### src/rtl/mul_seq.sv
// Shift-add 32x32->64 multiply sequencer driving the shared core ALU.
// Define MUL_SIGNED_EN to add signed_op and the FIX1/FIX2 sign correction.
module mul_seq #(
  parameter int WIDTH = 32,
  parameter int CNT_W = 5
) (
  input  logic             clk,
  input  logic             rst_n,
  input  logic             start,
  input  logic             kill,
`ifdef MUL_SIGNED_EN
  input  logic             signed_op,
`endif
  input  logic [WIDTH-1:0] op_a,
  input  logic [WIDTH-1:0] op_b,
  output logic             busy,
  output logic             done,
  output logic [WIDTH-1:0] prod_hi,
  output logic [WIDTH-1:0] prod_lo,
  output logic [3:0]       alu_op,
  output logic [WIDTH-1:0] alu_a,
  output logic [WIDTH-1:0] alu_b,
  input  logic [WIDTH-1:0] alu_y
);

`ifdef MUL_SIGNED_EN
  typedef enum logic [2:0] {
    IDLE = 3'd0,
    RUN  = 3'd1,
    DONE = 3'd2,
    FIX1 = 3'd3,
    FIX2 = 3'd4
  } state_t;
`else
  typedef enum logic [1:0] {
    IDLE = 2'd0,
    RUN  = 2'd1,
    DONE = 2'd2
  } state_t;
`endif

  state_t state, state_n;

  logic [WIDTH-1:0] mcand;
  logic [WIDTH-1:0] acc;
  logic [WIDTH-1:0] mreg;
  logic [CNT_W-1:0] cnt;
  logic             carry;
  logic             last;

`ifdef MUL_SIGNED_EN
  logic [WIDTH-1:0] mreg_orig;
  logic             sgn;
`endif

  assign busy    = (state != IDLE);
  assign done    = (state == DONE);
  assign prod_hi = acc;
  assign prod_lo = mreg;
  assign last    = (cnt == CNT_W'(WIDTH - 1));

  always_ff @(posedge clk or negedge rst_n) begin
    if (!rst_n) state <= IDLE;
    else        state <= state_n;
  end

  always_comb begin
    state_n = state;
    alu_op  = 4'd0;
    alu_a   = '0;
    alu_b   = '0;
    unique case (state)
      IDLE: begin
        if (start) state_n = RUN;
      end
      RUN: begin
        alu_a = acc;
        alu_b = mreg[0] ? mcand : '0;
        if (last) begin
`ifdef MUL_SIGNED_EN
          state_n = sgn ? FIX1 : DONE;
`else
          state_n = DONE;
`endif
        end
      end
      DONE: begin
        state_n = IDLE;
      end
`ifdef MUL_SIGNED_EN
      // Two's-complement correction of the unsigned high word
      FIX1: begin
        alu_op  = 4'd1;
        alu_a   = acc;
        alu_b   = mcand[WIDTH-1] ? mreg_orig : '0;
        state_n = FIX2;
      end
      FIX2: begin
        alu_op  = 4'd1;
        alu_a   = acc;
        alu_b   = mreg_orig[WIDTH-1] ? mcand : '0;
        state_n = DONE;
      end
`endif
      default: state_n = IDLE;
    endcase
    if (kill) state_n = IDLE;
  end

  // ALU has no carry-out; an add wrapped iff the sum is below an operand
  assign carry = (alu_y < alu_a);

  always_ff @(posedge clk or negedge rst_n) begin
    if (!rst_n) begin
      mcand <= '0;
      acc   <= '0;
      mreg  <= '0;
      cnt   <= '0;
`ifdef MUL_SIGNED_EN
      mreg_orig <= '0;
      sgn       <= 1'b0;
`endif
    end else if (!kill) begin
      unique case (state)
        IDLE: begin
          if (start) begin
            mcand <= op_a;
            mreg  <= op_b;
            acc   <= '0;
            cnt   <= '0;
`ifdef MUL_SIGNED_EN
            mreg_orig <= op_b;
            sgn       <= signed_op;
`endif
          end
        end
        RUN: begin
          {acc, mreg} <= {carry, alu_y, mreg[WIDTH-1:1]};
          cnt         <= cnt + CNT_W'(1);
        end
`ifdef MUL_SIGNED_EN
        FIX1, FIX2: begin
          acc <= alu_y;
        end
`endif
        default: ;
      endcase
    end
  end

endmodule
### config.mk
export PLATFORM = sky130hd
export DESIGN_NAME = mul_seq
export DESIGN_NICKNAME = d
export VERILOG_FILES = /design/src/rtl/mul_seq.sv
export SDC_FILE = /design/constraint.sdc
export NUM_CORES = 1
export LEC_CHECK = 0
export BUFFER_PORTS_ARGS = -buffer_cell sky130_fd_sc_hd__buf_2
export CAP_MARGIN = 20
export CORE_ASPECT_RATIO = 0.9
export CORE_UTILIZATION = 43
export DETAILED_ROUTE_END_ITERATION = 16
export PLACE_DENSITY = 0.77
export REMOVE_ABC_BUFFERS = 1
export SYNTH_ARGS = -nofsm -noshare
export SYNTH_HDL_FRONTEND = slang
export SYNTH_SLANG_ARGS = --single-unit
### constraint.sdc
create_clock -name clk -period 2.35 [get_ports clk]
set_clock_uncertainty 0.1 [all_clocks]
set_input_delay 0.1175 -clock clk [delete_from_list [all_inputs] [get_ports clk]]
set_output_delay 0.1175 -clock clk [all_outputs]
set_load 0.03 [all_outputs]
==> implementation parameters <==
Parameter                              Value

CTS
  Post-CTS Repair Setup Buffers ... 0
  CTS tree ... built
  Clock latency on the worst-skew pair ... between 300 and 400 ps
  Number of clock sinks ... about 100
  Total clock buffers created by CTS ... 9
  Worst-path clk slew ... 70 ps
  Number of levels the H-tree was split into ... 3
  Clock root cell ... sky130_fd_sc_hd__clkbuf_16
  Clock buffer depth ... 2

Detailed routing
  Number of routed nets with antenna violations ... 0
  DRT Wirelength ... 16.82 mm
  Pre-Repair DR Iteration Count ... 5
  Per-cell via count in the routed design ... ~5.3
  Vias ... 5415
  Drt first-iter violations ... ~380
  Per-cell routed wire length ... 16.61 um
  DRC viols ... 0

STA
  Final worst path period share ... 93.39%
  RSZ-0062 raised after global routing ... no
  Least setup slack across all paths after layout ... between 150 and 200 ps
  Highest clock rate ... 455.6 MHz
  Total count of max-transition violations in the final report ... 0
  Min Clock Period, post-route ... 2195 ps
  Final setup violation count ... 0
  Slew of the pin with the lowest slew margin ... 886.0 ps
  Relative slew slack ... 40.93%
  Hold Violations, Final ... 0

Power and ir drop
  Worst-case vdd ir drop ... 422.0 uV
  Leakage component of the power ... 4.309 nW
  Switching part of the total ... 35.59%
  Proportion of power drawn by combinational gates ... 33.3%
  Switching component of the power ... 2.165 mW
  Clock network fraction of design power ... ~28%
  Cell Int Power ... 3.918 mW
  Pwr dens ... 765.8 nW/um^2
  Fraction of power consumed by sequential logic ... 39.2%

Critical path
  Kind of end point of the critical path ... register
  Startpoint of the worst-slack reg-to-reg timing path ... state[1]
  Kind of cell adding the most delay to the critical path ... buffers and inverters
  Worst EP arrival ... 2380 ps
  Register-to-Register Setup Slack ... 160 ps
  Classification of the worst setup path ... reg -> reg
  Capture point of the worst reg-to-reg path ... prod_lo[31]
  Delay of the slowest critical-path stage ... 560 ps
  Worst reg-to-reg path cell count ... 7
  Data required time of the worst path ... 2540 ps
  Slowest stage cell on the critical path ... sky130_fd_sc_hd__dlygate4sd3_1
  Startpoint Class ... register
  Number of buffers and inverters on the critical path ... 3
  Ordered cell list for the critical path ... buf_4 -> nor2_1 -> o21a_2 -> buf_12 -> nor2_1 -> a31oi_1 -> dlygate4sd3_1
  Critical Path Most Common Cell ... sky130_fd_sc_hd__nor2_1
  Top fanout value on the critical path ... 32

Logic synthesis
  Multiplexer share of the synthesized area ... 6.842%
  Share of flip-flops with an asynchronous set or reset ... 100.0%
  Most used standard cell by instance count after synthesis ... sky130_fd_sc_hd__nand2_1
  Post-synthesis register bit count ... between 100 and 150
  Basic-gate share of the synthesized area counting and, or, nand and nor cells ... 17.15%
  Dominant register cell in the synthesized netlist ... sky130_fd_sc_hd__dfrtp_1
  Cell Area, Synth ... 5266 um^2
  Synthesized-area fraction occupied by xor and xnor cells ... 0.3326%
  Most common library cells after synthesis ... sky130_fd_sc_hd__nand2_1 (106), sky130_fd_sc_hd__dfrtp_1 (103), sky130_fd_sc_hd__nor2_1 (38)
  Per-instance average area after synthesis ... 9.789 um^2
  Yosys top cell by area ... sky130_fd_sc_hd__dfrtp_1
  Cell variety after synth ... 36
  Compound-cell area share of the yosys netlist ... 12.66%
  Number of synthesized flops with an enable pin ... 0
  Gate count after technology mapping ... 538
  Count of warnings emitted by yosys ... 0
  Adder and majority cell fraction of the synthesized area ... 7.840%
  Share of the yosys chip area belonging to registers ... approximately half
  Dominant combinational cell family by area after synthesis ... simple AND/OR/NAND/NOR gates
  Ranking of synthesized cells by area ... sky130_fd_sc_hd__dfrtp_1 (49%), sky130_fd_sc_hd__ha_1 (7.8%), sky130_fd_sc_hd__nand2_1 (7.6%)
  Area fraction of the dominant cell type after synthesis ... 48.94%

Finish
  Diodes inserted ... 0
  Fraction of layout cells with a size suffix above 1 ... 34.31%
  Count of nets after finishing ... a little under 1000
  Number of inserted filler cells in the final layout ... 871
  Synthesis-to-layout area growth ... 50.84%
  Post-route cell area ... 7944 um^2

Min path
  Hold worst-path end ... cnt[2]
  Source of the worst hold timing path ... start
  Worst hold stages ... 3
  Hold crit path type ... in -> reg

Floorplan
  Die extent in x ... 118.7 um
  Initial core utilization ... 45.14%
  Area of the core region ... 11670 um^2
  Vertical die dimension ... approximately 110 um
  Area of the die ... 12690 um^2
  Number of ports placed on the die boundary ... 234
  Num rows ... 37

Global routing
  GR Util All Layers ... 26.08%
  Global routing usage on met2 ... 46.20%
  Busiest grt layer ... met2
  Met1 layer usage reported by global route ... 30.35%
  Global-route wire length before repair ... 26.08 mm
  Largest net degree at the start of global routing ... 65
  Antenna violations before repair ... 0
  Gr ovfl total ... 0
  Met3 Usage GRT ... 7.553%
  Via count of the first global-routing pass ... 5292

Run
  Number of violations of the max-capacitance limit ... 0

Place
  Placed wire-length estimate after detailed placement ... 10.69 mm
  Routability Congestion ... 0.8873
  Worst slack after detailed placement ... ~120 ps
  Number of port buffers ... ~230
  Total cell area at the placement stage ... between 6000 and 7000 um^2

Status
  Result of the run ... completed
[cell families after synthesis]
| logic type | Yosys count |
|---|---|
| flops | 103 |
| other cells | 1 |
| compound gates | 94 |
| xor+xnor | 2 |
| simple gates | 200 |
| fa+ha+maj | 33 |
| buf+inv | 73 |
| mux | 32 |
[flip-flops by register name, indices dropped and copies added, names as in the netlist]
signal	flops
prod_hi	32
state	2
prod_lo	32
mcand	32
cnt	5
[power by group through the flow]
stage / sequential, mW / combinational, mW / clock [mW]
final: 2.39 / 2.03 / 1.67
after global routing: 2.43 / 2.17 / 1.78
after CTS: 2.37 / 1.98 / 1.71
after detailed placement: 2.40 / 1.85 / 0
after global placement: 2.37 / 1.81 / 0
after floorplan: 2.72 / 0.844 / 0
[layer usage]
layer	part of all wire, %	up-vias
met1	39	2599
met5	0	-
met2	50	302
met4	2.1	0
li1	-	2476
met3	8.4	38
[cell usage in the layout (no fill, tap or decap), drive strengths merged]
cell type,instances
and2,1
nand3,4
dlygate4sd3,98
dfrtp,103
nand2b,2
clkinv,1
clkbuf,12
o21a,1
or2,1
o311ai,1
nor3,4
xor2,2
a2111oi,1
nor2b,3
mux2,32
bufinv,3
nor3b,1
nor2,39
a32oi,1
inv,34
and3,33
nand2,106
o21ai,6
a21o,2
buf,241
and4,3
a31oi,34
conb,4
a22o,33
a21oi,12
nand4,3
a221oi,2
o2111ai,1
ha,33
[cell type report]
cell class	instances	area, um^2	share of cell area (%)
well taps	156	195.2	2.457
flip-flops and latches	103	2577	32.45
clock inverters	4	95.09	1.197
clock buffers	11	232.7	2.930
repair buffers	340	2311	29.09
inverters	34	127.6	1.607
multi-input cells	365	2405	30.27
[worst max path at each step]
stage                        start           to  depth (start not counted)
after floorplan           state[0]  prod_hi[31]                          8
after global placement    state[1]  prod_hi[31]                          9
after detailed placement  state[1]  prod_hi[31]                          9
after CTS                 state[1]  prod_hi[31]                          9
after global routing      state[1]  prod_hi[31]                          9
final                     state[1]  prod_lo[31]                          7
[tightest hold or removal path, cell delays in order]
cell and delay [ps]:
sky130_fd_sc_hd__buf_2 120, sky130_fd_sc_hd__nor3b_4 170, sky130_fd_sc_hd__nor2_1 100
[repair_timing]
action / CTS / global route
hold buffers: 98 / 0
gates resized for setup: 0 / 4
endpoints found under the hold margin: 143 / 0
setup endpoints to repair: 0 / 2
[through the flow]
step                TNS [ps]  instances  power (mW)  hold WS, ps  utilization [%]
floorplan            -149670        502       3.565       -278.1                -
global placement           0        899       4.179        65.36            56.49
detailed placement         0        899       4.253        77.26            56.49
CTS                        0       1012       6.068        102.9            67.71
global route               0       1013       6.375        134.1            68.09
finish                     0       1013       6.083        108.5            68.09
(Power assumes the default switching activity.)
